===== config.mk =====
export PLATFORM = sky130hd
export DESIGN_NAME = shift_pipe_multdiv
export DESIGN_NICKNAME = d
export VERILOG_FILES = /design/src/rtl/multdiv_pkg.sv /design/src/rtl/shift_pipe_level.sv /design/src/rtl/shift_pipe_multdiv.sv
export SDC_FILE = /design/constraint.sdc
export NUM_CORES = 1
export LEC_CHECK = 0
export CORE_MARGIN = 2
export CORE_UTILIZATION = 50
export CTS_CLUSTER_DIAMETER = 30
export CTS_CLUSTER_SIZE = 12
export DETAILED_ROUTE_END_ITERATION = 16
export GPL_TIMING_DRIVEN = 0
export MAX_ROUTING_LAYER = met4
export PLACE_DENSITY_LB_ADDON = 0.25
export SYNTH_ARGS = -nofsm -noshare
export SYNTH_HDL_FRONTEND = slang
export SYNTH_SLANG_ARGS = --single-unit

===== constraint.sdc =====
create_clock -name clock -period 5.7 [get_ports clock]
set_input_delay 1.14 -clock clock [delete_from_list [all_inputs] [get_ports clock]]
set_output_delay 1.14 -clock clock [all_outputs]
set_load 0.05 [all_outputs]

===== src/rtl/multdiv_pkg.sv =====
// Shared definitions for the multdiv datapath: shift mode encodings and
// the helper that turns shift-amount width into a register-stage count.
package multdiv_pkg;

    typedef enum logic [1:0] {
        MODE_SLL = 2'b00,
        MODE_SRL = 2'b01,
        MODE_SRA = 2'b10,
        MODE_ROR = 2'b11
    } shift_mode_e;

    // Number of register stages needed when each stage holds lvls_per_reg
    // mux levels and there is one mux level per shift-amount bit.
    function automatic int num_stages(input int shamt_w, input int lvls_per_reg);
        return (shamt_w + lvls_per_reg - 32'sd1) / lvls_per_reg;
    endfunction

endpackage


===== src/rtl/shift_pipe_level.sv =====
// One combinational mux level of the barrel shifter: optionally shifts
// right by AMOUNT, filling from the fill bit or rotating the low bits in.
module shift_pipe_level #(
    parameter int WIDTH  = 66,
    parameter int AMOUNT = 1
) (
    input  logic [WIDTH-1:0] data,
    input  logic             sel,
    input  logic             fill,
    input  logic             rot,
    output logic [WIDTH-1:0] result
);

    logic [WIDTH-1:0] shifted_s;

    if (AMOUNT < WIDTH) begin : g_shift
        // Right shift by AMOUNT, either rotating or filling the vacated MSBs
        always_comb begin
            if (rot) begin
                shifted_s = {data[AMOUNT-1:0], data[WIDTH-1:AMOUNT]};
            end else begin
                shifted_s = {{AMOUNT{fill}}, data[WIDTH-1:AMOUNT]};
            end
        end
    end else begin : g_wide
        // A shift at least as wide as the word leaves only fill bits
        always_comb begin
            if (rot) begin
                shifted_s = data;
            end else begin
                shifted_s = {WIDTH{fill}};
            end
        end
    end

    // Apply this level only when its shift-amount bit is set
    always_comb begin
        if (sel) begin
            result = shifted_s;
        end else begin
            result = data;
        end
    end

endmodule


===== src/rtl/shift_pipe_multdiv.sv =====
// Pipelined barrel shifter (SLL/SRL/SRA/ROR) with a valid/ready handshake
// on both sides and a bubble-collapsing ready chain. One mux level per
// shift-amount bit, LVLS_PER_REG levels between register stages.
module shift_pipe_multdiv
    import multdiv_pkg::*;
#(
    parameter int WIDTH        = 66,
    parameter int SHAMT_W      = 7,
    parameter int LVLS_PER_REG = 2,
    parameter int TAG_W        = 4
) (
    input  logic               clock,
    input  logic               reset,
    input  logic               flush,
    input  logic               in_valid,
    output logic               in_ready,
    input  logic [WIDTH-1:0]   in_data,
    input  logic [SHAMT_W-1:0] in_shamt,
    input  logic [1:0]         in_mode,
    input  logic [TAG_W-1:0]   in_tag,
    output logic               out_valid,
    input  logic               out_ready,
    output logic [WIDTH-1:0]   out_data,
    output logic [TAG_W-1:0]   out_tag,
    output logic               out_ovf
);

    localparam int L = num_stages(SHAMT_W, LVLS_PER_REG);

    // Mirror a word end-for-end; SLL is done as a right shift between two of these
    function automatic logic [WIDTH-1:0] bit_rev(input logic [WIDTH-1:0] d);
        logic [WIDTH-1:0] r;
        for (int i = 0; i < WIDTH; i++) begin
            r[i] = d[WIDTH-1-i];
        end
        return r;
    endfunction

    // Stage registers
    logic [L-1:0]       v_r;
    logic [WIDTH-1:0]   data_r  [L];
    logic [SHAMT_W-1:0] shamt_r [L];
    logic [1:0]         mode_r  [L];
    logic [TAG_W-1:0]   tag_r   [L];
    logic [L-1:0]       ovf_r;
    logic               sign_r  [L];

    // Handshake
    logic [L:0]         ready_s;
    logic [L-1:0]       load_s;
    logic               in_ready_s;
    logic               in_ovf_s;

    // What each stage sees at its input (the pipe input for stage 0)
    logic [WIDTH-1:0]   src_data_s  [L];
    logic [SHAMT_W-1:0] src_shamt_s [L];
    logic [1:0]         src_mode_s  [L];
    logic [TAG_W-1:0]   src_tag_s   [L];
    logic [L-1:0]       src_ovf_s;
    logic               src_sign_s  [L];
    logic [L-1:0]       src_fill_s;
    logic [L-1:0]       src_rot_s;

    // Stage results
    logic [WIDTH-1:0]   res_data_s  [L];
    logic [WIDTH-1:0]   next_data_s [L];
    logic [WIDTH-1:0]   post_data_s;

    // Ready chain from the output back to the input; a stage can take an item
    // when it is empty or its occupant moves on this cycle
    always_comb begin
        ready_s    = {(L+1){1'b0}};
        load_s     = {L{1'b0}};
        ready_s[L] = out_ready;
        for (int k = L - 1; k >= 0; k--) begin
            ready_s[k] = ~v_r[k] | ready_s[k+1];
        end
        in_ready_s = ready_s[0] & ~reset & ~flush;
        load_s[0]  = in_valid & in_ready_s;
        for (int k = 1; k < L; k++) begin
            load_s[k] = v_r[k-1] & ready_s[k];
        end
    end

    // Stage-input selection; overflow and sign are resolved once at the input.
    // An overflowing item travels with a zero shift so ROR returns it untouched.
    always_comb begin
        in_ovf_s       = (32'(in_shamt) >= WIDTH);
        src_data_s[0]  = (in_mode == MODE_SLL) ? bit_rev(in_data) : in_data;
        src_shamt_s[0] = in_ovf_s ? {SHAMT_W{1'b0}} : in_shamt;
        src_mode_s[0]  = in_mode;
        src_tag_s[0]   = in_tag;
        src_ovf_s[0]   = in_ovf_s;
        src_sign_s[0]  = in_data[WIDTH-1];
        for (int k = 1; k < L; k++) begin
            src_data_s[k]  = data_r[k-1];
            src_shamt_s[k] = shamt_r[k-1];
            src_mode_s[k]  = mode_r[k-1];
            src_tag_s[k]   = tag_r[k-1];
            src_ovf_s[k]   = ovf_r[k-1];
            src_sign_s[k]  = sign_r[k-1];
        end
        for (int k = 0; k < L; k++) begin
            src_fill_s[k] = (src_mode_s[k] == MODE_SRA) & src_sign_s[k];
            src_rot_s[k]  = (src_mode_s[k] == MODE_ROR);
        end
    end

    // Mux levels, ascending, LVLS_PER_REG of them feeding each register stage
    for (genvar j = 0; j < SHAMT_W; j++) begin : g_lvl
        localparam int STG = j / LVLS_PER_REG;
        logic [WIDTH-1:0] lin_s;
        logic [WIDTH-1:0] lout_s;

        if (j % LVLS_PER_REG == 0) begin : g_head
            assign lin_s = src_data_s[STG];
        end else begin : g_link
            assign lin_s = g_lvl[j-1].lout_s;
        end

        shift_pipe_level #(
            .WIDTH  (WIDTH),
            .AMOUNT (32'd1 << j)
        ) u_level (
            .data   (lin_s),
            .sel    (src_shamt_s[STG][j]),
            .fill   (src_fill_s[STG]),
            .rot    (src_rot_s[STG]),
            .result (lout_s)
        );
    end

    // Last mux level of each stage is that stage's result
    for (genvar k = 0; k < L; k++) begin : g_res
        localparam int LAST = ((k + 1) * LVLS_PER_REG < SHAMT_W)
                            ? ((k + 1) * LVLS_PER_REG - 1) : (SHAMT_W - 1);
        assign res_data_s[k] = g_lvl[LAST].lout_s;
    end

    // Final stage: undo the SLL mirroring and apply the overflow results
    always_comb begin
        post_data_s = res_data_s[L-1];
        case (src_mode_s[L-1])
            MODE_SLL: post_data_s = src_ovf_s[L-1] ? {WIDTH{1'b0}} : bit_rev(res_data_s[L-1]);
            MODE_SRL: post_data_s = src_ovf_s[L-1] ? {WIDTH{1'b0}} : res_data_s[L-1];
            MODE_SRA: post_data_s = src_ovf_s[L-1] ? {WIDTH{src_sign_s[L-1]}} : res_data_s[L-1];
            MODE_ROR: post_data_s = res_data_s[L-1];
            default:  post_data_s = res_data_s[L-1];
        endcase
        for (int k = 0; k < L; k++) begin
            next_data_s[k] = res_data_s[k];
        end
        next_data_s[L-1] = post_data_s;
    end

    // Pipeline registers: valid bits track occupancy, payload moves only on a load
    always_ff @(posedge clock) begin
        if (reset) begin
            v_r   <= {L{1'b0}};
            ovf_r <= {L{1'b0}};
            for (int k = 0; k < L; k++) begin
                data_r[k]  <= {WIDTH{1'b0}};
                shamt_r[k] <= {SHAMT_W{1'b0}};
                mode_r[k]  <= 2'b00;
                tag_r[k]   <= {TAG_W{1'b0}};
                sign_r[k]  <= 1'b0;
            end
        end else begin
            for (int k = 0; k < L; k++) begin
                if (flush) begin
                    v_r[k] <= 1'b0;
                end else begin
                    v_r[k] <= load_s[k] | (v_r[k] & ~ready_s[k+1]);
                end
                if (load_s[k]) begin
                    data_r[k]  <= next_data_s[k];
                    shamt_r[k] <= src_shamt_s[k];
                    mode_r[k]  <= src_mode_s[k];
                    tag_r[k]   <= src_tag_s[k];
                    ovf_r[k]   <= src_ovf_s[k];
                    sign_r[k]  <= src_sign_s[k];
                end
            end
        end
    end

    assign in_ready  = in_ready_s;
    assign out_valid = v_r[L-1];
    assign out_data  = data_r[L-1];
    assign out_tag   = tag_r[L-1];
    assign out_ovf   = ovf_r[L-1];

endmodule


# Word level (Yosys, flattened, before mapping)
# Memory sizes are Yosys's and may differ from the RTL's.
# Cells that the tools add are included.
# op_classes
n_lt_le_gt_ge	1
eq_ne	9
n_mux	54
n_reduce_logical	3
bitwise	52
# ops
cell	count
two-way mux 66 bit	22
one-hot mux 66 bit (4 select lines)	1
two-way mux 7 bit	5
bitwise OR 1 bit	28
two-way mux 1 bit	18
equality test 2 bit (second input constant)	8
two-way mux 4 bit	4
AND 1 bit	14
NOT 1 bit	10
two-way mux 2 bit	4
greater-or-equal comparator 7 bit (second input constant)	1
zero test 2 bit	2
equality test 2 x 1 -> 1 bit (second input constant)	1
OR reduction 2 bit	1
# totals
reg_bits	8
memories	5
output_inout_bits	73
in_bits	84
ramBits	320
elab_cells	129
# memory_table
name	depth	word_bits	read_ports	rd_ports_with_merged_regs	wr	line_no	rtl
data_r	4	66	4	0	4	shift_pipe_multdiv.sv:41	logic [WIDTH-1:0] data_r [L];
shamt_r	4	7	3	0	4	shift_pipe_multdiv.sv:42	logic [SHAMT_W-1:0] shamt_r [L];
tag_r	4	4	4	0	4	shift_pipe_multdiv.sv:44	logic [TAG_W-1:0] tag_r [L];
mode_r	4	2	3	0	4	shift_pipe_multdiv.sv:43	logic [1:0] mode_r [L];
sign_r	4	1	3	0	4	shift_pipe_multdiv.sv:46	logic sign_r [L];

# Depth between registers and ports, before layout
# depth
depth_word	12
depth_mapped	8
ltp_nobuf	5

# Modules after synthesis
# From an unflattened synthesis, not the netlist that was laid out.
# hier_totals
cells_unflattened	1624
hier_area_um2	20299.5
# by_module_without_submodules
module	seq_area_each_um2	area_each_um2	cells_each	instances
shift_pipe_multdiv	9108.7	12819.8	811	1
shift_pipe_level (g_lvl[5].u_level)	0.0	1340.0	149	1
shift_pipe_level (g_lvl[6].u_level)	0.0	1164.9	223	1
shift_pipe_level (g_lvl[2].u_level)	0.0	1153.6	83	1
shift_pipe_level (g_lvl[3].u_level)	0.0	1028.5	93	1
shift_pipe_level (g_lvl[4].u_level)	0.0	997.2	112	1
shift_pipe_level (g_lvl[0].u_level)	0.0	912.1	75	1
shift_pipe_level (g_lvl[1].u_level)	0.0	883.3	78	1

# Worst setup path after synthesis
# No wires, ideal clock.
# synth_path
path_kind	input -> register
start	input port out_ready
end	memory data_r[0][0], enable pin
required_ns	5.251
stages	5
setup_slack_ns	0.700
arrival_time_ns	4.551
path_cell_list	and4b_1 -> a211oi_2 -> nand2_1 -> clkbuf_1 -> nand2b_1
# synth_lines
item	line_no	rtl
start, declared	shift_pipe_multdiv.sv:22	input logic out_ready,
end, declared	shift_pipe_multdiv.sv:41	

# Worst setup path after layout
# layout_path
start	input port out_ready
end	output port in_ready
# layout_between
elab_chain_len	6
# layout_lines
item	line_no	rtl
bitwise OR 1 bit (4 in series)	shift_pipe_multdiv.sv:76	ready_s[k] = ~v_r[k] | ready_s[k+1];
AND 1 bit (2 in series)	shift_pipe_multdiv.sv:78	in_ready_s = ready_s[0] & ~reset & ~flush;
end, declared	shift_pipe_multdiv.sv:16	output logic in_ready,
# No other way between the ends.

==> results_dict.tcl <==
set metrics [dict create \
    synth_top_area_cell "edfxtp_1" \
    cts_tree "done" \
    synth_most_common_cell "edfxtp_1" \
    netlist_top_cells_count "298 x edfxtp_1, 235 x a21oi_1, 223 x nand2_1" \
    cp.arrival_ns 3.44 \
    ys_seq_area_share_pct 50.12 \
    gp_congestion 0.9869 \
    grt_pass1_wl_microns 81290 \
    critPathKind "input pin to output port" \
    hold_depth 2 \
    numPortBuffers 155 \
    worst-path-stages 4 \
    area_delta_synth_final_pct 22.03 \
    cts.htree.levels 2 \
    fin_skew_ns 0.02193 \
    numCtsBuffers 55 \
    start_util_pct 50.97 \
    crit_path_top_delay_cell "clkdlybuf4s50_1" \
    hold_class "register to register" \
    post_cts.repair.setup_buffers 0 \
    cp-end-kind "output port" \
    row_count 69 \
    yosys_warnings 0 \
    grt_max_degree 78 \
    syn-num-nets 1738 \
    cts_buffer_depth 3 \
    hpwl_microns 42520 \
    avgSynthCellArea_sq_um 10.99 \
    ctsHoldBuffers 0 \
    synth-seq-cells 306 \
    synth_top_area_share_pct 49.24 \
    drc 0 \
    antenna_found_initial 2 \
    layout.nets 1951 \
    final_hold_viol_count 0 \
    crit_path_start_kind "input pin" \
    syn_inst 1654 \
    netlist_area_sq_um 18170 \
    max_clock_freq_ghz 0.2183 \
    drive_above_1_share_pct 11.48 \
    rsz0062_at_grt "false" \
    peakVddDrop_mv 0.2092 \
    p_leak_nw 8.028 \
    drt-vias-per-instance 5.940 \
    path_delay_family "buffers and inverters" \
    die_area_sq_um 37890 \
    clk_pin_slew_ns 0.05 \
    first_pass_iters 5 \
    crit_buf_inv 2 \
    route.vias.total 14080 \
    synth_edf_count 298 \
    totalPowerFinal_mw 6.674 \
    cts.sinks 306 \
    period_needed_ns 4.582 \
    cpMostUsedCell "clkdlybuf4s50_1" \
    grt_usage_pct 29.07 \
    finalMaxSlewViolations 0 \
    drv_cap 0 \
    instances_no_fill 2371 \
    finalSetupViolations 0 \
    power_density_nw_per_um2 300.9 \
    insertion_delay_ns 0.57 \
    post-route-period-util_pct 80.38 \
    ys_types 38 \
    slowest_delay_ns 0.93 \
    synth_area_leaders "edfxtp_1 49%, mux2i_1 10%, a21oi_1 6.5%, mux4_2 6.3%, a211oi_1 5.6%" \
    reg2reg_depth 6 \
    grt_pass1_vias 14030 \
    worst_pin_slew_ns 0.9671 \
    wl_per_cell_microns 22.41 \
    wl_microns 53140 \
    crit_chain "clkdlybuf4s50_1 > and4b_1 > a211oi_2 > clkdlybuf4s50_1" \
    status "completed" \
    cts_resized 0 \
    core-area_sq_um 35660 \
    critPathRequiredTime_ns 4.56 \
    synth_async_sr_flop_share_pct 0 \
    dpl.cell_count 2271 \
    relSlewSlack_pct 35.52 \
    antenna_left 0 \
    io_pins 157 \
    first_iter_violations 1097 \
    synth_ff_type "edfxtp_1" \
    worstPathMaxFanout 10 \
    die_width_microns 194.6 \
    die_h_microns 194.6 \
    overflow 0 \
    root_buffer "clkbuf_16" \
]
==> cell usage in the layout, fill, tap and decap left out, drive strengths merged, types with 12 or more instances in the layout <==
cell	synthesis	routed
clkbuf	134	192
a21oi	235	235
a211oi	136	136
clkinv	0	19
o221a	17	17
o2bb2ai	62	62
nor2b	12	12
mux4	51	51
nand2	223	223
clkdlybuf4s50	0	155
mux2	23	23
mux2i	184	184
edfxtp	298	298
inv	10	21
buf	32	33
and2	82	82
nor2	82	82
==> area by class of cell <==
class	instances	area (sq um)
fill	2928	13480
sequential	306	9109
multi-input combinational	1172	8372
timing repair buffer	156	1579
clock buffer	58	1430
buffer	166	684.4
tap	461	576.8
clock inverter	40	382.9
inverter	10	37.54
antenna	2	5.005
==> through the flow <==
stage	hold slack [ns]	TNS, ns	setup WS (ns)	util [%]	instance area, sq um
after floorplan	0.4249	0	0.7002	-	18170
after global placement	0.4386	-27.01	-0.3584	56.94	20300
after detailed placement	0.4436	0	1.151	57.10	20360
after CTS	0.4557	0	1.150	62.18	22170
after global routing	0.4929	0	1.038	62.20	22180
final	0.4557	0	1.118	62.20	22180
==> state kept, by name, indices dropped and copies added (netlist names) <==
register,cells
shamt_r,9
data_r,264
ovf_r,4
sign_r,3
mode_r,6
tag_r,16
v_r,4
==> tightest hold or removal path: cells and delay by family, from the launching register on <==
| kind | cells | cell delay (ns) |
|---|---|---|
| AO/OA/AOI/OAI | 1 | 0.05 |
| flip-flops | 1 | 0.32 |
| AND/OR/NAND/NOR | 1 | 0.05 |
==> kinds of logic (layout without fill, tap and decap cells) <==
group	Yosys count	in the layout	share of synthesized area (%)
AO/OA/AOI/OAI	478	478	17.18
XOR/XNOR	1	1	0.04820
buffers and inverters	176	430	3.973
flip-flops	306	306	50.12
multiplexers	258	258	17.88
other	0	2	0
AND/OR/NAND/NOR	435	435	10.80
==> routing by layer <==
| metal | GRT usage (%) | routed length, microns | part of all wire [%] |
|---|---|---|---|
| met5 | - | 0 | 0 |
| met4 | 18.55 | 3748 | 7.1 |
| met3 | 3.262 | 2209 | 4.2 |
| met2 | 51.52 | 27290 | 51 |
| met1 | 30.97 | 19890 | 37 |
==> worst paths after layout <==
path | slack (ns) | from | end
min reg2reg | 0.46 | ovf_r[0]$_SDFFE_PP0P_ | ovf_r[1]$_SDFFE_PP0P_
max | 1.12 | out_ready | in_ready
max reg2reg | 2.59 | v_r[2]$_SDFF_PP0_ | data_r[0][13]$_SDFFCE_PN0P_
min | 0.46 | ovf_r[0]$_SDFFE_PP0P_ | ovf_r[1]$_SDFFE_PP0P_
==> report_power, final <==
part	switching (mW)	internal [mW]
Sequential	0.0985	2.59
Combinational	0.506	0.339
Clock	1.12	2.01
Total	1.73	4.95
No activity file was read; power rests on OpenSTA's default activity.
